==> config.mk <==
export PLATFORM = sky130hd
export DESIGN_NAME = piscaleds_n
export DESIGN_NICKNAME = d
export VERILOG_FILES = /design/src/rtl/piscaleds_n.sv
export SDC_FILE = /design/constraint.sdc
export NUM_CORES = 1
export LEC_CHECK = 0
export CORE_MARGIN = 2
export CORE_UTILIZATION = 37
export CTS_CLUSTER_DIAMETER = 150
export CTS_CLUSTER_SIZE = 24
export DETAILED_ROUTE_END_ITERATION = 8
export GPL_TIMING_DRIVEN = 0
export PLACE_DENSITY = 0.54
export SYNTH_ARGS = -nofsm -noshare
export SYNTH_HDL_FRONTEND = slang
export SYNTH_SLANG_ARGS = --single-unit
==> constraint.sdc <==
create_clock -name CLOCK_50 -period 3.5 [get_ports CLOCK_50]
set_clock_uncertainty 0.1 [all_clocks]
set_input_delay 0.35 -clock CLOCK_50 [delete_from_list [all_inputs] [get_ports CLOCK_50]]
set_output_delay 0.35 -clock CLOCK_50 [all_outputs]
set_load 0.05 [all_outputs]
==> src/rtl/piscaleds_n.sv <==
// piscaleds_n: per-channel LED blinker with debounced speed key, blink and burst modes
module piscaleds_n #(
  parameter int N_CH         = 4,
  parameter int CNT_W        = 27,
  parameter int PERIOD       = 50000000,
  parameter int STEP_SLOW    = 1,
  parameter int STEP_FAST    = 5,
  parameter int DEBOUNCE_CYC = 500000,
  parameter int BURST_N      = 3
) (
  input  logic              CLOCK_50,
  input  logic              RESET_N,
  input  logic [N_CH-1:0]   KEY,
  input  logic [2*N_CH-1:0] MODE,
  output logic [N_CH-1:0]   LEDG,
  output logic [N_CH-1:0]   TICK
);
  localparam int DB_W = $clog2(DEBOUNCE_CYC + 1);
  localparam int BC_W = $clog2(2 * BURST_N + 1);
  localparam logic [CNT_W:0] P      = (CNT_W+1)'(PERIOD);
  localparam logic [CNT_W:0] S_SLOW = (CNT_W+1)'(STEP_SLOW);
  localparam logic [CNT_W:0] S_FAST = (CNT_W+1)'(STEP_FAST);
  if (!(N_CH >= 1 && N_CH <= 16 && STEP_SLOW >= 1 && STEP_SLOW <= STEP_FAST &&
        STEP_FAST <= PERIOD && longint'(PERIOD) < (64'd1 << CNT_W) &&
        DEBOUNCE_CYC >= 1 && BURST_N >= 1)) begin : g_bad
    $error("piscaleds_n: illegal parameter combination");
  end
  for (genvar i = 0; i < N_CH; i++) begin : g_ch
    logic [1:0]       sync;
    logic             db;
    logic [DB_W-1:0]  dcnt;
    logic [1:0]       mode_q;
    logic [CNT_W-1:0] cnt;
    logic [BC_W-1:0]  bcnt;
    logic             led;
    logic             tick;
    logic [1:0]       mode;
    logic [CNT_W:0]   nxt;
    logic             chg;
    logic             done;
    logic             run;
    logic             hit;
    logic             mis;
    assign mode = MODE[2*i +: 2];
    assign chg  = mode != mode_q;
    assign done = mode == 2'b11 && bcnt == BC_W'(2 * BURST_N) && !chg;
    assign run  = mode[1] && !done;
    assign nxt  = (chg ? '0 : {1'b0, cnt}) + (db ? S_SLOW : S_FAST);
    assign hit  = nxt >= P;
    assign mis  = sync[1] != db;
    assign LEDG[i] = led;
    assign TICK[i] = tick;
    // Key synchroniser and debouncer: level flips only after DEBOUNCE_CYC consecutive mismatches
    always_ff @(posedge CLOCK_50 or negedge RESET_N)
      if (!RESET_N) begin
        sync <= 2'b11;
        db   <= 1'b1;
        dcnt <= '0;
      end else begin
        sync <= {sync[0], KEY[i]};
        dcnt <= (mis && dcnt != DB_W'(DEBOUNCE_CYC - 1)) ? dcnt + 1'b1 : '0;
        if (mis && dcnt == DB_W'(DEBOUNCE_CYC - 1)) db <= sync[1];
      end
    // Phase counter, LED toggle and burst bookkeeping; a mode change restarts from zero with LED off
    always_ff @(posedge CLOCK_50 or negedge RESET_N)
      if (!RESET_N) begin
        mode_q <= 2'b00;
        cnt    <= '0;
        bcnt   <= '0;
        led    <= 1'b0;
        tick   <= 1'b0;
      end else begin
        mode_q <= mode;
        cnt    <= (run && !hit) ? nxt[CNT_W-1:0] : '0;
        bcnt   <= (chg ? '0 : bcnt) + BC_W'(mode == 2'b11 && run && hit);
        led    <= mode == 2'b01 ? 1'b1 : run ? ((chg ? 1'b0 : led) ^ hit) : 1'b0;
        tick   <= run && hit;
      end
  end
endmodule

Word-level counts from Yosys, hierarchy flattened
Index checks and enable logic that the tools add are counted.

Output and inout bits: 8. Bits in registers: 224.

Equality and inequality tests: 28. Reductions and logical operators: 48. Add/subtract/negate cells: 12. Mux-type cells: 32. Magnitude comparators: 4. Bitwise gates (word level): 4.

Operators with widths (count): two-way mux 27 bit (8); adder 27 x 3 -> 28 bit (4); greater-or-equal comparator 28 x 26 -> 1 bit, second input constant (4); adder 19 x 1 -> 19 bit, second input constant (4); equality test 19 bit, second input constant (4); two-way mux 19 bit (4); inequality test 19 bit, second input constant (4); logical AND 1 bit (36); two-way mux 3 bit (8); adder 3 x 1 -> 3 bit (4); equality test 3 bit, second input constant (4); logical NOT 1 bit (12); two-way mux 1 bit (12); equality test 2 x 1 -> 1 bit, second input constant (4); equality test 2 bit, second input constant (4); inequality test 2 bit (4); inequality test 1 bit (4); bitwise XOR 1 bit (4).

Depth between registers and ports, before layout
Gate-level depths: netlist of the first run.

Depth after elaboration: 8. Gate-level depth with buffers: 15. Mapped depth without buffers: 14.

Least setup slack after synthesis of the first run
Ideal clock, no wire load.

Kind: reg2reg. From: register g_ch[2].mode_q[0]. To: register g_ch[2].bcnt[1]. Path buffers: 0. Stages on the path, launching flop included: 14. Data required time: 3.274 ns. Path slack: -0.258 ns. Arrival: 3.532 ns. Period minus slack after synthesis: 3.758 ns. Path through: dfrtp_1 > xnor2_1 > and3_1 > ha_1 > a21oi_1 > nor4_2 > xnor2_1 > a221o_1 > a311o_1 > a2111oi_2 > o21bai_4 > and3_1 > ha_1 > ha_1.

Word-level cells in the longest chain between the ends: 8.

RTL lines: start: declaration (line 32) `logic [1:0] mode_q;`; start signal: assignment (line 73) `mode_q <= mode;`; inequality test 2 bit (*) (line 45) `assign chg = mode != mode_q;`; parallel branches: the longest is 6 deep, another holds adder 27 x 3 -> 28 bit; adder 3 x 1 -> 3 bit (*) (line 75) `bcnt <= (chg ? '0 : bcnt) + BC_W'(mode == 2'b11 && run && hit);`; end signal: assignment (line 75); end: declaration (line 34) `logic [BC_W-1:0] bcnt;`.

Every way passes the cells marked *. A chain may end at the register's enable or synchronous reset.

Final worst setup path of the first run
From: register g_ch[2].mode_q[0]. To: register g_ch[2].bcnt[2].

The elaborated chain is that of the path after synthesis.

==> impl_metrics.json, run 1 <==
{
  "status": "finished, violations left",
  "violations": "negative setup slack",
  "cts_tree": "done",
  "wirelength_microns": 29100,
  "power_density_nw_per_um2": 313,
  "vias": 10032,
  "antenna_found_initial": 0,
  "core-area_sq_um": 33400,
  "crit_end": "g_ch[2].bcnt[2]",
  "whs_ns": 0.0538,
  "first_pass_iters": 5,
  "initial_core_util_pct": 37.4,
  "vias_per_cell": 5.31,
  "async_reset_ff_share_pct": 100,
  "synth-seq-cells": 224,
  "critPathKind": "reg -> reg",
  "slew_viol_final": 0,
  "p_leak_nw": 6.11,
  "die_area_sq_um": 35200,
  "grt_pass1_wl_microns": 49000,
  "placed_area_sq_um": 13500,
  "yosys_warnings": 0,
  "post_drt_wl_per_cell_microns": 15.4,
  "cts_buffers": 13,
  "cts_root_buf": "clkbuf_16",
  "die_h_microns": 188,
  "fin_crit_sh_pct": 110,
  "r2r_start": "g_ch[2].mode_q[0]",
  "io_buffer_count": 21,
  "fin_area_sq_um": 15500,
  "holdPathStages": 1,
  "critPathMaxFanout": 5,
  "max_freq_mhz": 260,
  "cts_max_level": 1,
  "grt_pass1_vias": 10054,
  "tightest_slew_ns": 1.17,
  "path_depth": 15,
  "ff2ff_setup_slack_ns": -0.34,
  "worst_ep_arrival_time_ns": 4.16,
  "worst_setup_path_start_kind": "register",
  "fp.dieW_microns": 188,
  "synth_ff_type": "dfrtp_1",
  "cp_num_buf_inv": 1,
  "synthTopCellsByArea": "dfrtp_1 43%, xor2_1 5.6%, xnor2_1 5.4%",
  "synth_area_sq_um": 12500,
  "cts.clk_slew.worst_paths_ns": 0.10,
  "crit_chain": "xnor2_2 -> and3_4 -> ha_4 -> buf_6 -> a31oi_4 -> or2_4 -> nor2_1 -> a221o_1 -> a311o_1 -> a2111oi_4 -> o21bai_4 -> and3_4 -> ha_4 -> ha_4 -> xnor2_2",
  "reg2reg_depth": 15,
  "ios": 22,
  "cp.required_ns": 3.82,
  "drt_iter0_drc": 570,
  "synth_edf_count": 0,
  "finalSetupViolations": 31,
  "r2r_end": "g_ch[2].bcnt[2]",
  "insertion_delay_ns": 0.48,
  "synth_area_per_cell_sq_um": 9.36,
  "netlist-cell-type-count": 83,
  "syn_inst": 1333,
  "dp_hpwl_microns": 18700,
  "clock_path_buffers": 3,
  "period_needed_ns": 3.84,
  "ys_seq_area_share_pct": 45.1,
  "final_hold_viol_count": 0,
  "std_cell_rows": 67,
  "max_stage_delay_ns": 0.42,
  "track_usage_pct": 16.3,
  "worstHoldStart": "MODE[6]",
  "critPathTopFamily": "compound AO/OA/AOI/OAI gates",
  "drive_above_1_share_pct": 19.9,
  "cp-end-kind": "register",
  "grt_overflow_total": 0,
  "worst_slack_ns": -0.339,
  "drc_errors": 0,
  "synth_area_leader_cell": "dfrtp_1",
  "hp-class": "in -> reg",
  "slew_headroom_pct": 22.3,
  "irDropWorstVdd_uv": 209,
  "crit_path_top_delay_cell": "dfrtp_1",
  "antenna_cells": 0,
  "path_common_cell": "ha_4",
  "synth_top_area_share_pct": 42.5,
  "max_cap_violations": 0,
  "grt_max_degree": 89,
  "rsz0062_at_grt": "yes",
  "gp_congestion": 0.829,
  "cts.sinks": 224,
  "cp-startpoint": "g_ch[2].mode_q[0]",
  "final_nets": 1473,
  "ant_nets": 0,
  "area_delta_synth_final_pct": 24.6
}
worst register-to-register path, stage by stage (launching register included):
cell	delay [ns]
dfrtp_1	0.42
xnor2_2	0.28
and3_4	0.26
ha_4	0.21
buf_6	0.13
a31oi_4	0.26
or2_4	0.18
nor2_1	0.04
a221o_1	0.31
a311o_1	0.42
a2111oi_4	0.38
o21bai_4	0.21
and3_4	0.22
ha_4	0.13
ha_4	0.13
xnor2_2	0.09
where the power goes:
| part | switching [mW] | internal, mW |
|---|---|---|
| clock | 0.891 | 0.710 |
| combinational | 0.372 | 0.219 |
| sequential | 0.0414 | 2.63 |
state kept, by name (all words and copies together), names as in the netlist:
signal / flops
g_ch.cnt: 108
g_ch.dcnt: 76
g_ch.bcnt: 12
g_ch.mode_q: 8
g_ch.sync: 8
g_ch.db: 4
g_ch.led: 4
g_ch.tick: 4
through the flow:
step                util (%)  worst slack [ns]  std cells  power [mW]  setup TNS, ns
floorplan                  -           -0.0230       1336        2.97        -0.0399
global placement        40.2             -8.03       1805        3.15       -1866.88
detailed placement      40.4             -1.28       1807        3.16        -113.16
CTS                     43.7            -0.325       1866        4.88          -8.01
global route            46.6            -0.432       1888        5.12         -13.05
finish                  46.6            -0.339       1888        4.87          -6.87
placed cells by master, fill, tap and decap left out, drive strengths merged, types with 14 or more instances in the layout:
cell type / instances
dfrtp: 212
nor3: 90
a21oi: 29
and3: 52
xnor2: 79
nand3: 80
clkbuf: 56
and2: 14
ha: 24
nor2: 139
buf: 83
and4: 22
xor2: 80
nand4: 40
nor4: 46
o21ai: 33
nand2: 122
inv: 39
or3: 18
synth_stat cells (5+ instances only):
master,instances
a21o_1,7
a21oi_1,29
a31o_2,5
a31oi_1,12
and2_1,12
and3_1,52
and4_1,21
buf_2,9
buf_4,9
clkbuf_1,35
dfrtp_1,212
dfstp_2,12
ha_1,24
inv_1,38
mux2i_1,5
nand2_1,121
nand3_1,79
nand4_1,39
nor2_1,138
nor3_1,77
nor3_2,13
nor4_1,43
nor4b_1,9
o211ai_1,8
o21ai_0,31
o31a_1,7
o31ai_1,6
or2_2,11
or3_1,18
xnor2_1,77
xor2_1,80
cell type report:
| type | instances | area (sq um) |
|---|---|---|
| inverter | 38 | 143 |
| sequential | 224 | 5620 |
| timing repair buffer | 85 | 840 |
| tap | 448 | 561 |
| clock inverter | 1 | 16.3 |
| fill | 3226 | 17800 |
| buffer | 56 | 337 |
| clock buffer | 19 | 348 |
| multi-input combinational | 1017 | 7680 |
timing repair:
action | in CTS | in global routing
setup buffers | 39 | 19
hold buffers | 1 | 0
hold endpoints to repair | 50 | 0
pin swaps | 53 | 72
cloned | 0 | 4
setup endpoints to repair | 123 | 105
gates resized for setup | 87 | 133
worst min-delay path by stage:
stage,endpoint,slack (ns)
2_1_floorplan,g_ch[0].bcnt[0],-0.05
3_3_place_gp,g_ch[1].sync[1],0.25
3_5_place_dp,g_ch[1].cnt[3],0.21
4_1_cts,g_ch[3].sync[0],0.14
5_1_grt,g_ch[3].mode_q[0],0.02
6_report,g_ch[3].mode_q[0],0.05
kinds of logic (layout without fill, tap and decap cells):
family,after synthesis,in the layout,share of synthesized area (%)
other,1,4,0.0301
XOR/XNOR,159,159,11.3
AND/OR/NAND/NOR,667,667,28.3
adder cells (fa/ha/maj),24,24,2.41
buffers and inverters,95,199,3.40
flip-flops,224,224,45.1
multiplexers,9,9,0.763
AO/OA/AOI/OAI,154,154,8.71
layer usage:
layer  routed length (microns)  up-vias  GRT usage, %
li1                          -     4966             -
met1                     14100     4931          22.5
met2                     13900      115          27.5
met3                       825       20          2.19
met4                       317        0          3.03
met5                         0        -             0
Note: power is estimated with default switching activity, not from simulation.
==> run 2, diff against run 1 <==
- CORE_UTILIZATION: 37 -> 35
- PLACE_DENSITY: 0.54 -> 0.52
==> run 2 against run 1 <==
  * The run still ends with negative setup slack left
  * Maximum frequency rose by 2.5%
  * Die area rose by 5.6%
  * Worst hold slack improved by 0.084 ns
  * Worst setup slack improved by 0.095 ns
  * First-iteration DRC count rose by 8.6%
  * Cell count rose by 1.6%
  * Power rose by 1.2%
  * Highest routed layer unchanged
  * Largest cell class unchanged
  * Global-route usage fell by 0.47 points
  * Sequential power barely moved
==> impl_metrics.json, run 2 (same netlist as run 1, synthesis figures left out) <==
{
  "final_nets": 1489,
  "post_drt_wl_per_cell_microns": 15.4,
  "holdPathEnd": "g_ch[0].sync[0]",
  "drt_iter0_drc": 619,
  "grt_max_degree": 90,
  "worstHoldStart": "KEY[0]",
  "cts_tree": "done",
  "max_cap_violations": 0,
  "drc_errors": 0,
  "max_stage_delay_ns": 0.42,
  "status": "finished, violations left",
  "fin_area_sq_um": 15400,
  "io_buffer_count": 21,
  "slew_viol_final": 0,
  "worst_setup_path_start_kind": "register",
  "layout_commonest_cell": "dfrtp_1",
  "crit_path_top_delay_cell": "dfrtp_1",
  "antenna_found_initial": 0,
  "ant_nets": 0,
  "tightest_slew_ns": 1.14,
  "critPathMaxFanout": 5,
  "fp.dieW_microns": 193,
  "insertion_delay_ns": 0.51,
  "fin_cells": 1918,
  "max_freq_mhz": 267,
  "ios": 22,
  "power.total_mw": 4.93,
  "r2r_end": "g_ch[2].bcnt[1]",
  "track_usage_pct": 15.8,
  "gp_congestion": 0.827,
  "first_pass_iters": 6,
  "fin_crit_sh_pct": 107,
  "grt_overflow_total": 0,
  "vias_per_cell": 5.28,
  "cts.sinks": 224,
  "reg2reg_depth": 14,
  "cp-end-kind": "register",
  "die_h_microns": 193,
  "worst_slack_ns": -0.244,
  "grt_pass1_wl_microns": 48900,
  "grt_pass1_vias": 9748,
  "largest_reg_flops": 108,
  "place_ws_ns": -1.28,
  "cts.clk_slew.worst_paths_ns": 0.10,
  "regMostFlops": "g_ch.cnt",
  "cts_buffers": 13,
  "p_leak_nw": 6.21,
  "wirelength_microns": 29500,
  "critPathKind": "reg -> reg",
  "dp_hpwl_microns": 18800,
  "vias": 10129,
  "dpl.cell_count": 1820,
  "slew_headroom_pct": 23.9,
  "final_hold_viol_count": 0,
  "area_delta_synth_final_pct": 23.7,
  "holdPathStages": 1,
  "cts_max_level": 1,
  "std_cell_rows": 69,
  "placed_area_sq_um": 13500,
  "period_needed_ns": 3.74,
  "hp-class": "in -> reg",
  "clock_path_buffers": 3,
  "fill_cells": 3412,
  "irDropWorstVdd_uv": 345,
  "worst_ep_arrival_time_ns": 4.04,
  "antenna_cells": 0,
  "path_common_cell": "ha_4",
  "fin_setup_tns_ns": -4.55,
  "top_regs": "g_ch.cnt: 108 flops, g_ch.dcnt: 76 flops, g_ch.bcnt: 12 flops",
  "violations": "negative setup slack",
  "initial_core_util_pct": 35.3,
  "core-area_sq_um": 35300,
  "whs_ns": 0.138,
  "finalSetupViolations": 44,
  "crit_chain": "xnor2_2 -> and3_4 -> ha_4 -> buf_12 -> a31oi_4 -> or2_4 -> nor2_1 -> a221o_1 -> a311o_1 -> a2111oi_4 -> o21bai_4 -> and3_4 -> ha_4 -> ha_4",
  "die_area_sq_um": 37200,
  "ff2ff_setup_slack_ns": -0.24,
  "power_density_nw_per_um2": 319,
  "final_cell_mix": "210 x dfrtp_1, 133 x nor2_1, 119 x nand2_1, 80 x xor2_1",
  "cts_root_buf": "clkbuf_16",
  "final_core_util_pct": 43.7,
  "r2r_start": "g_ch[2].mode_q[1]",
  "rsz0062_at_grt": "yes",
  "drive_above_1_share_pct": 19.8,
  "cp.required_ns": 3.80
}
run 2: cell count changes in the layout (fill, tap and decap cells not counted), sizes merged:
cell          before  now
dlymetal6s2s       1    0
clkbuf            56   54
buf               83  101
inv               39   40
dlygate4sd2        7    8
run 2: power by group:
part | switching (mW) | leakage [nW] | internal (mW)
Clock | 0.943 | 0.179 | 0.717
Combinational | 0.361 | 3.00 | 0.229
Sequential | 0.0423 | 3.03 | 2.63
run 2: area by class of cell:
type,instances,area (sq um),share of cell area (%)
Clock buffer,19,348,2.26
Tap cell,461,577,3.74
Timing Repair Buffer,102,930,6.03
Inverter,38,143,0.925
Clock inverter,2,25.0,0.162
Multi-Input combinational cell,1017,7460,48.4
Sequential cell,224,5620,36.5
Buffer,55,315,2.04
run 2: worst max-delay path by stage:
stage                            startpoint              end  slack [ns]  depth (start not counted)
final                     g_ch[2].mode_q[1]  g_ch[2].bcnt[1]       -0.24                         14
after global routing      g_ch[2].mode_q[1]  g_ch[2].bcnt[2]       -0.37                         15
after global placement              RESET_N  g_ch[0].cnt[20]       -8.17                          1
after detailed placement            MODE[3]  g_ch[1].cnt[23]       -1.28                         14
after floorplan           g_ch[2].mode_q[0]  g_ch[2].bcnt[1]       -0.02                         13
after CTS                 g_ch[2].mode_q[1]  g_ch[2].bcnt[1]       -0.25                         14
run 2: repair_timing:
item,in CTS,in global routing
pin swaps,45,69
gates cloned,0,2
endpoints found under the hold margin,61,0
endpoints found under the setup margin,122,106
resized for setup,88,92
setup buffers,51,25
hold buffers,1,0
run 2: routing by layer:
metal / part of all wire [%] / global-route usage (%)
met1: 48 / 21.9
met2: 48 / 26.5
met3: 2.1 / 1.71
met4: 1.5 / 3.58
met5: 0 / 0
run 2: critical path, delay by kind of cell, from the launching register on:
| kind | cells | cell delay (ns) |
|---|---|---|
| adders and majority gates | 3 | 0.53 |
| AOI/OAI and AO/OA | 5 | 1.51 |
| and+or+nand+nor | 4 | 0.67 |
| buffers and inverters | 1 | 0.13 |
| DFF | 1 | 0.42 |
| xor gates and xnor gates | 1 | 0.28 |
